--- src/rtl/ps2_letter_source.sv ---
// PS/2 keyboard front end: deserializes frames, decodes Set-2 make/break codes and emits
// one ASCII letter (or Enter) per key press. Define PS2_PARITY_CHECK_EN to enforce odd parity.
module ps2_letter_source #(
  parameter int TIMEOUT_CYCLES = 100000
) (
  input  logic       Clk,
  input  logic       reset,
  input  logic       ps2_clk,
  input  logic       ps2_data,
  output logic [7:0] curr_letter,
  output logic       C,
  output logic       backspace,
  output logic       frame_err,
  output logic [3:0] o_rx_state,
  output logic [1:0] o_dec_state
);

  localparam int CNT_W = $clog2(TIMEOUT_CYCLES + 1);
  localparam logic [CNT_W-1:0] TO_LAST = CNT_W'(TIMEOUT_CYCLES - 1);

  typedef enum logic [3:0] {
    RX_IDLE   = 4'b0001,
    RX_DATA   = 4'b0010,
    RX_PARITY = 4'b0100,
    RX_STOP   = 4'b1000
  } rx_state_t;

  typedef enum logic [1:0] {
    DEC_NORM    = 2'd0,
    DEC_BRK     = 2'd1,
    DEC_EXT     = 2'd2,
    DEC_EXT_BRK = 2'd3
  } dec_state_t;

  rx_state_t        r_rx_state;
  dec_state_t       r_dec_state;
  logic             r_clk_s1;
  logic             r_clk_s2;
  logic             r_clk_prev;
  logic             r_dat_s1;
  logic             r_dat_s2;
  logic [CNT_W-1:0] r_to_cnt;
  logic [2:0]       r_bit_cnt;
  logic [7:0]       r_shift;
  logic [7:0]       r_held;
  logic [7:0]       r_curr_letter;
  logic             r_c;
  logic             r_bs;
  logic             r_frame_err;

  logic             w_fall;
  logic             w_bit;
  logic             w_par_ok;
  logic             w_timeout;
  logic             w_byte_valid;
  logic             w_stop_err;
  logic [8:0]       w_lookup;

  // Set-2 letter make codes; bit 8 flags a hit.
  function automatic logic [8:0] scan_to_ascii(input logic [7:0] code);
    case (code)
      8'h1C: return {1'b1, 8'h41};
      8'h32: return {1'b1, 8'h42};
      8'h21: return {1'b1, 8'h43};
      8'h23: return {1'b1, 8'h44};
      8'h24: return {1'b1, 8'h45};
      8'h2B: return {1'b1, 8'h46};
      8'h34: return {1'b1, 8'h47};
      8'h33: return {1'b1, 8'h48};
      8'h43: return {1'b1, 8'h49};
      8'h3B: return {1'b1, 8'h4A};
      8'h42: return {1'b1, 8'h4B};
      8'h4B: return {1'b1, 8'h4C};
      8'h3A: return {1'b1, 8'h4D};
      8'h31: return {1'b1, 8'h4E};
      8'h44: return {1'b1, 8'h4F};
      8'h4D: return {1'b1, 8'h50};
      8'h15: return {1'b1, 8'h51};
      8'h2D: return {1'b1, 8'h52};
      8'h1B: return {1'b1, 8'h53};
      8'h2C: return {1'b1, 8'h54};
      8'h3C: return {1'b1, 8'h55};
      8'h2A: return {1'b1, 8'h56};
      8'h1D: return {1'b1, 8'h57};
      8'h22: return {1'b1, 8'h58};
      8'h35: return {1'b1, 8'h59};
      8'h1A: return {1'b1, 8'h5A};
      default: return 9'h000;
    endcase
  endfunction

  always_ff @(posedge Clk) begin
    if (reset) begin
      r_clk_s1   <= 1'b1;
      r_clk_s2   <= 1'b1;
      r_clk_prev <= 1'b1;
      r_dat_s1   <= 1'b1;
      r_dat_s2   <= 1'b1;
    end else begin
      r_clk_s1   <= ps2_clk;
      r_clk_s2   <= r_clk_s1;
      r_clk_prev <= r_clk_s2;
      r_dat_s1   <= ps2_data;
      r_dat_s2   <= r_dat_s1;
    end
  end

  assign w_fall = r_clk_prev & ~r_clk_s2;
  assign w_bit  = r_dat_s2;

`ifdef PS2_PARITY_CHECK_EN
  logic r_par;
  assign w_par_ok = ^{r_shift, r_par};
`else
  assign w_par_ok = 1'b1;
`endif

  // A falling edge in the expiry cycle keeps the frame alive.
  assign w_timeout    = (r_rx_state != RX_IDLE) && !w_fall && (r_to_cnt == TO_LAST);
  assign w_byte_valid = w_fall && (r_rx_state == RX_STOP) && w_bit && w_par_ok;
  assign w_stop_err   = w_fall && (r_rx_state == RX_STOP) && !(w_bit && w_par_ok);
  assign w_lookup     = scan_to_ascii(r_shift);

  always_ff @(posedge Clk) begin
    if (reset) begin
      r_rx_state  <= RX_IDLE;
      r_to_cnt    <= '0;
      r_bit_cnt   <= 3'd0;
      r_shift     <= 8'h00;
      r_frame_err <= 1'b0;
`ifdef PS2_PARITY_CHECK_EN
      r_par       <= 1'b0;
`endif
    end else begin
      r_frame_err <= w_stop_err | w_timeout;
      if (w_fall || (r_rx_state == RX_IDLE) || w_timeout)
        r_to_cnt <= '0;
      else
        r_to_cnt <= r_to_cnt + 1'b1;

      if (w_timeout) begin
        r_rx_state <= RX_IDLE;
      end else if (w_fall) begin
        case (r_rx_state)
          RX_IDLE: begin
            if (!w_bit) begin
              r_rx_state <= RX_DATA;
              r_bit_cnt  <= 3'd0;
            end
          end
          RX_DATA: begin
            r_shift   <= {w_bit, r_shift[7:1]};
            r_bit_cnt <= r_bit_cnt + 3'd1;
            if (r_bit_cnt == 3'd7) r_rx_state <= RX_PARITY;
          end
          RX_PARITY: begin
`ifdef PS2_PARITY_CHECK_EN
            r_par <= w_bit;
`endif
            r_rx_state <= RX_STOP;
          end
          RX_STOP:  r_rx_state <= RX_IDLE;
          default:  r_rx_state <= RX_IDLE;
        endcase
      end
    end
  end

  always_ff @(posedge Clk) begin
    if (reset) begin
      r_dec_state   <= DEC_NORM;
      r_held        <= 8'h00;
      r_curr_letter <= 8'h00;
      r_c           <= 1'b0;
      r_bs          <= 1'b0;
    end else begin
      r_c  <= 1'b0;
      r_bs <= 1'b0;
      if (w_byte_valid) begin
        case (r_dec_state)
          DEC_NORM: begin
            if (r_shift == 8'hF0) begin
              r_dec_state <= DEC_BRK;
            end else if (r_shift == 8'hE0) begin
              r_dec_state <= DEC_EXT;
            end else if (r_shift != r_held) begin
              // Only a new key emits; typematic repeats of the held key are dropped.
              r_held <= r_shift;
              if (r_shift == 8'h5A) begin
                r_curr_letter <= 8'h0D;
                r_c           <= 1'b1;
              end else if (r_shift == 8'h66) begin
                r_bs <= 1'b1;
              end else if (w_lookup[8]) begin
                r_curr_letter <= w_lookup[7:0];
                r_c           <= 1'b1;
              end
            end
          end
          DEC_BRK: begin
            if (r_shift == r_held) r_held <= 8'h00;
            r_dec_state <= DEC_NORM;
          end
          DEC_EXT: begin
            if (r_shift == 8'hF0) r_dec_state <= DEC_EXT_BRK;
            else                  r_dec_state <= DEC_NORM;
          end
          DEC_EXT_BRK: r_dec_state <= DEC_NORM;
          default:     r_dec_state <= DEC_NORM;
        endcase
      end
    end
  end

  assign curr_letter = r_curr_letter;
  assign C           = r_c;
  assign backspace   = r_bs;
  assign frame_err   = r_frame_err;
  assign o_rx_state  = r_rx_state;
  assign o_dec_state = r_dec_state;

endmodule

--- config.mk ---
export PLATFORM = sky130hd
export DESIGN_NAME = ps2_letter_source
export DESIGN_NICKNAME = d
export VERILOG_FILES = /design/src/rtl/ps2_letter_source.sv
export SDC_FILE = /design/constraint.sdc
export NUM_CORES = 1
export LEC_CHECK = 0
export ABC_CLOCK_PERIOD_IN_PS = 4300
export BUFFER_PORTS_ARGS = -buffer_cell sky130_fd_sc_hd__buf_2
export CORE_AREA = 3 3 95 97
export CTS_BUF_LIST = sky130_fd_sc_hd__clkbuf_16
export DETAILED_ROUTE_END_ITERATION = 8
export DIE_AREA = 0 0 98 100
export PLACE_DENSITY = 0.62
export SLEW_MARGIN = 15
export SYNTH_ARGS = -nofsm -noshare
export SYNTH_HDL_FRONTEND = slang
export SYNTH_SLANG_ARGS = --single-unit
--- constraint.sdc ---
create_clock -name Clk -period 4.3 [get_ports Clk]
set_clock_uncertainty 0.05 [all_clocks]
set_input_delay 0.645 -clock Clk [delete_from_list [all_inputs] [get_ports Clk]]
set_output_delay 0.645 -clock Clk [all_outputs]
set_load 0.01 [all_outputs]
---- Word-level counts from Yosys, hierarchy flattened ----
Memory sizes are Yosys's and may differ from the RTL's. A register that Yosys moved wholly into a read port is not among the register bits.
Cells that the tools add are included.
word-level totals
  register bits ........................... 58
  bits in read-only memories .............. 896
  input bits .............................. 4
  output and inout port bits .............. 17
  logic and storage cells ................. 99
  memories ................................ 1
cells by class
  add/sub/neg operators ................... 2
  equal/unequal tests ..................... 24
  mux-type cells .......................... 24
  bitwise gates (word level) .............. 9
  reductions and logical operators ........ 24
memory list
  name             depth  width  rd ports  clocked after Yosys merged registers in  write ports  line  source
  (no name shown)  128    7      1         1                                        0            61    case (code)
operators with widths
  kind                   count
  $mux 8                 7
  $add 17x1->17 const B  1
  $eq 17x17->1 const B   1
  $eq 8x7->1 const B     2
  $eq 8x8->1 const B     2
  $pmux 8 s2             1
  $mux 7                 2
  $ne 2x2->1 const B     7
  $pmux 4 s3             1
  $mux 9                 1
  $eq 8x8->1             1
  $mux 4                 2
  $ne 8x8->1             1
  $not 1->1              7
  $reduce_and 7->1       1
  $reduce_or 7->1        1
  $mux 2                 3
  $pmux 2 s3             1
  $pmux 3 s2             1
  $reduce_and 3->1       2
  $reduce_and 6->1       1
  $reduce_bool 2->1      3
  $reduce_or 2->1        3
  $reduce_or 6->1        1
  other kinds (20)       30

---- Depth between registers and ports, before layout ----
  word-level depth ........................ 9
  gate-level depth with buffers ........... 15
  mapped depth without buffers ............ 12

---- Worst setup path before layout ----
Ideal clock, no wire load.
  path kind ............................... register to register
  start ................................... reg r_rx_state[1] (netlist: o_rx_state[1])
  end ..................................... reg (tool-made name)
  library setup time ...................... 0.124 ns
  arrival time ............................ 3.485 ns
  required time ........................... 4.126 ns
  setup slack ............................. 0.640 ns
  stages on the path, launching flop included .. 16
  path buffers ............................ 3
  period minus slack after synthesis ...... 3.660 ns
  cell sequence ........................... dfxtp_1 buf_2 or3b_1 buf_2 nor2_2 clkbuf_1 a21oi_1 nor2_1 inv_1 ha_1 nor2b_1 and2_1 a32oi_1 o22a_1 nor2_1 a2111o_1
RTL lines
  element                 line  source
  from (decl)             35    rx_state_t r_rx_state;
  from (signal assigned)  126   r_rx_state <= RX_IDLE;
  from (signal assigned)  142   r_rx_state <= RX_IDLE;
  from (signal assigned)  147   r_rx_state <= RX_DATA;

==> impl_summary.log <==
INFO  metric run_status = complete, no violations
INFO  metric crit_path_frequent_cell = sky130_fd_sc_hd__nor2_1
INFO  metric fin_hold_ws = 0.3630 ns
INFO  metric first_global_vias = between 3,000 and 4,000
INFO  metric critical_path.top_delay_family = simple AND/OR/NAND/NOR gates
INFO  metric finalSetupViolations = 0
INFO  metric drc = 0
INFO  metric vdd_drop_max = between 0.15 and 0.2 mV
INFO  metric cts_setup_buffers = 0
INFO  metric die_area = 9800 sq um
INFO  metric share_of_final_layout_standard_cells_stronger_than_drive_strength_1 = roughly 13%
INFO  metric maxCapViolations = 0
INFO  metric final.setup.tns = 0 ns
INFO  metric critical_path.endpoint_type = flop
INFO  metric number_of_i_o_port_buffers = 18
INFO  metric start_kind = flop
INFO  metric grt_first_pass_wirelength = roughly 17,000 um
INFO  metric worstPathBufferInverterCount = 1
INFO  metric worstPathRequired = ~4.5 ns
INFO  metric cts-resized-gates = 0
INFO  metric p_leak = approximately 1.5 nW
INFO  metric rows = 33
INFO  metric maximum_number_of_pins_on_one_net_before_global_route_repair = 40
INFO  metric via_per_inst = slightly above 6
INFO  metric cts_root_buffer = sky130_fd_sc_hd__clkbuf_16
INFO  metric placement.cell_area = 3897 sq um
INFO  metric worstPathCellList = or3b_1 > nor2_2 > a21oi_1 > nor2_1 > inv_1 > ha_1 > nor2b_1 > and2_1 > a32oi_1 > o22a_1 > nor2_1 > a2111o_1
INFO  metric routedWlPerCell = about 17 um
INFO  metric power.density = 326.8 nW/um^2
INFO  metric nets = between 400 and 500
INFO  metric syn_to_final_growth = 12.93%
INFO  metric numCtsBuffers = 9
INFO  metric synth_async_sr_flop_share = 0%
INFO  metric cts_htree_levels = 3
INFO  metric die_height = 100 um
INFO  metric final_core_utilization = approximately 51%
INFO  metric core_area = 8217 sq um
INFO  metric drt-total-wl = approximately 10,000 um
INFO  metric postRouteAntennaNets = 0
INFO  metric synth_seq_area_share = about a third
INFO  metric synthTopCellsByArea = sky130_fd_sc_hd__dfxtp_1 (33%), sky130_fd_sc_hd__nor2_1 (5.1%), sky130_fd_sc_hd__a21oi_1 (4.4%)
INFO  metric post-layout-total-power = approximately 1.4 mW
INFO  metric finish.instance_area = ~4200 sq um
INFO  metric place.gp.congestion = 1.092
INFO  metric rsz0062_at_grt = no
INFO  metric timing.critical_path.arrival = approximately 3.6 ns
INFO  metric yosys_warnings = 0
INFO  metric tritoncts_clock_tree = built
INFO  metric holdBufCountCts = 0
INFO  metric detail_route.iter0.violations = 521
INFO  metric die_x = approximately 98 um
INFO  metric fin_crit_sh = 80.71%
INFO  metric antenna_found_initial = 0
INFO  metric met3_length = 833 um
INFO  metric synthDominantCellAreaShare = 33.22%
INFO  metric drtPass1Iterations = 7
INFO  metric initial_utilization = between 40 and 50%
INFO  metric max-slew-margin-rel = 22.53%
INFO  metric routedLengthMet1 = 4395 um
INFO  metric io_pins = 21
INFO  metric timing_worst_setup_path_type = flop to flop
INFO  metric achievable-frequency = between 200 and 300 MHz
INFO  metric critical_path.max_stage_delay = 0.56 ns
INFO  metric global_route_usage_sum = between 20% and 30%
INFO  metric final_hold_viol_count = 0
INFO  metric crit_path_max_fanout = 10
INFO  metric cts.clk_slew.worst_paths = 0.06 ns
INFO  metric diodes = 0
INFO  metric timing.critical_path.slowest_stage_cell = sky130_fd_sc_hd__dfxtp_1
INFO  metric max_slew.worst_pin.slew = approximately 1.2 ns
INFO  metric globalRoute.totalOverflow = 0
INFO  metric hold_path_class = flop to flop
INFO  metric routed.top_layer = met4
INFO  metric cts_num_sinks = 62
INFO  metric clkLatencyLatePin = roughly 0.33 ns
INFO  metric ys_seq_elements = 62
INFO  metric ys_dominant_reg_cell = sky130_fd_sc_hd__dfxtp_1
INFO  metric final-max-slew-violation-count = 0
INFO  metric netlist_area = 3736 sq um
INFO  metric met2RoutedLength = around 4400 um
INFO  metric via_count = around 3,600
INFO  metric synth-edff-count = 0
INFO  metric post-synth-top-area-cell = sky130_fd_sc_hd__dfxtp_1
INFO  metric detailedPlacementHpwl = 7023 um
INFO  metric layout_min_cycle_time = ~3.5 ns
INFO  metric syn_inst = approximately 470
INFO  metric syn-mean-instance-area = 8.035 sq um
INFO  metric yosysUniqueCellTypes = 69
INFO  metric max-clock-path-buffers = 2
INFO  metric final.fill_count = 798
[path summary, 6_finish.rpt]
kind                                    start  slack [ns]  depth (start not counted)        to
worst min-delay path                 r_clk_s1        0.36                          1  r_clk_s2
worst max-delay path            o_rx_state[1]        0.83                         12      flop
worst max register to register  o_rx_state[1]        0.83                         12      flop
worst min register to register       r_clk_s1        0.36                          1  r_clk_s2
[registers in the layout, summed over array words and instances (netlist names), 2 cells and up, named ones only]
name,flops
r_bit_cnt,3
r_shift,8
curr_letter,6
o_rx_state,4
r_to_cnt,17
o_dec_state,2
r_held,8
[routing by layer]
metal  vias up  track usage [%]
met1      1622            28.53
li1       1706                -
met2       194            33.30
met3        47            4.795
met4         0            9.585
met5         -                0
[power breakdown]
group	internal (mW)	total, mW	switching [mW]	leakage (nW)
logic	0.00563	0.0219	0.0163	0.811
registers	0.577	0.579	0.00219	0.500
clock network	0.508	0.777	0.269	0.160
[cells in the final DEF, fill, tap and decap left out, drive strengths merged, types with 14 or more instances in the layout]
cell,synthesis,final
dfxtp,62,62
nor2,53,53
a21oi,34,34
nand2,32,32
buf,15,28
nand3,23,23
nand2b,19,19
inv,16,17
xnor2,15,15
o21ai,14,14
[cell usage after synthesis, types with 5 or more instances]
master / number
sky130_fd_sc_hd__and3_1: 5
sky130_fd_sc_hd__nor2b_1: 7
sky130_fd_sc_hd__nand2b_1: 19
sky130_fd_sc_hd__ha_1: 13
sky130_fd_sc_hd__clkbuf_1: 15
sky130_fd_sc_hd__nor4_1: 6
sky130_fd_sc_hd__inv_1: 15
sky130_fd_sc_hd__nor3_1: 10
sky130_fd_sc_hd__xnor2_1: 15
sky130_fd_sc_hd__o211ai_1: 7
sky130_fd_sc_hd__nand4_1: 12
sky130_fd_sc_hd__buf_2: 7
sky130_fd_sc_hd__a22oi_1: 5
sky130_fd_sc_hd__nand3_1: 23
sky130_fd_sc_hd__xor2_1: 9
sky130_fd_sc_hd__dfxtp_1: 62
sky130_fd_sc_hd__or2_2: 6
sky130_fd_sc_hd__o21ai_0: 12
sky130_fd_sc_hd__a21o_1: 6
sky130_fd_sc_hd__a211oi_1: 7
sky130_fd_sc_hd__nand2_1: 32
sky130_fd_sc_hd__a21oi_1: 33
sky130_fd_sc_hd__nor2_1: 51
[per-stage QoR]
| stage | worst slack, ns | std cells |
|---|---|---|
| 6_report | 0.8296 | 585 |
| 3_5_place_dp | 0.8950 | 569 |
| 3_3_place_gp | 0.9959 | 569 |
| 2_1_floorplan | 0.6404 | 466 |
| 4_1_cts | 0.8785 | 585 |
| 5_1_grt | 0.5725 | 585 |
[cell families (layout without fill, tap and decap cells)]
group | count (synthesis) | after routing | share of synthesized area [%]
buf+inv | 48 | 62 | 5.659
other cells | 1 | 2 | 0.1004
flops | 62 | 62 | 33.22
mux | 5 | 5 | 1.373
simple gates | 195 | 195 | 28.20
compound gates | 117 | 117 | 21.47
xor+xnor | 24 | 24 | 5.626
fa+ha+maj | 13 | 13 | 4.354
[layout make-up]
class,count,area [sq um],share of cell area (%)
Timing Repair Buffer,28,165.2,3.915
Inverter,18,67.56,1.601
Tap cell,105,131.4,3.114
Multi-Input combinational cell,356,2292,54.33
Clock buffer,9,225.2,5.338
Sequential cell,62,1241,29.42
Clock inverter,7,96.34,2.284
Note: power is estimated with default switching activity, not from simulation.
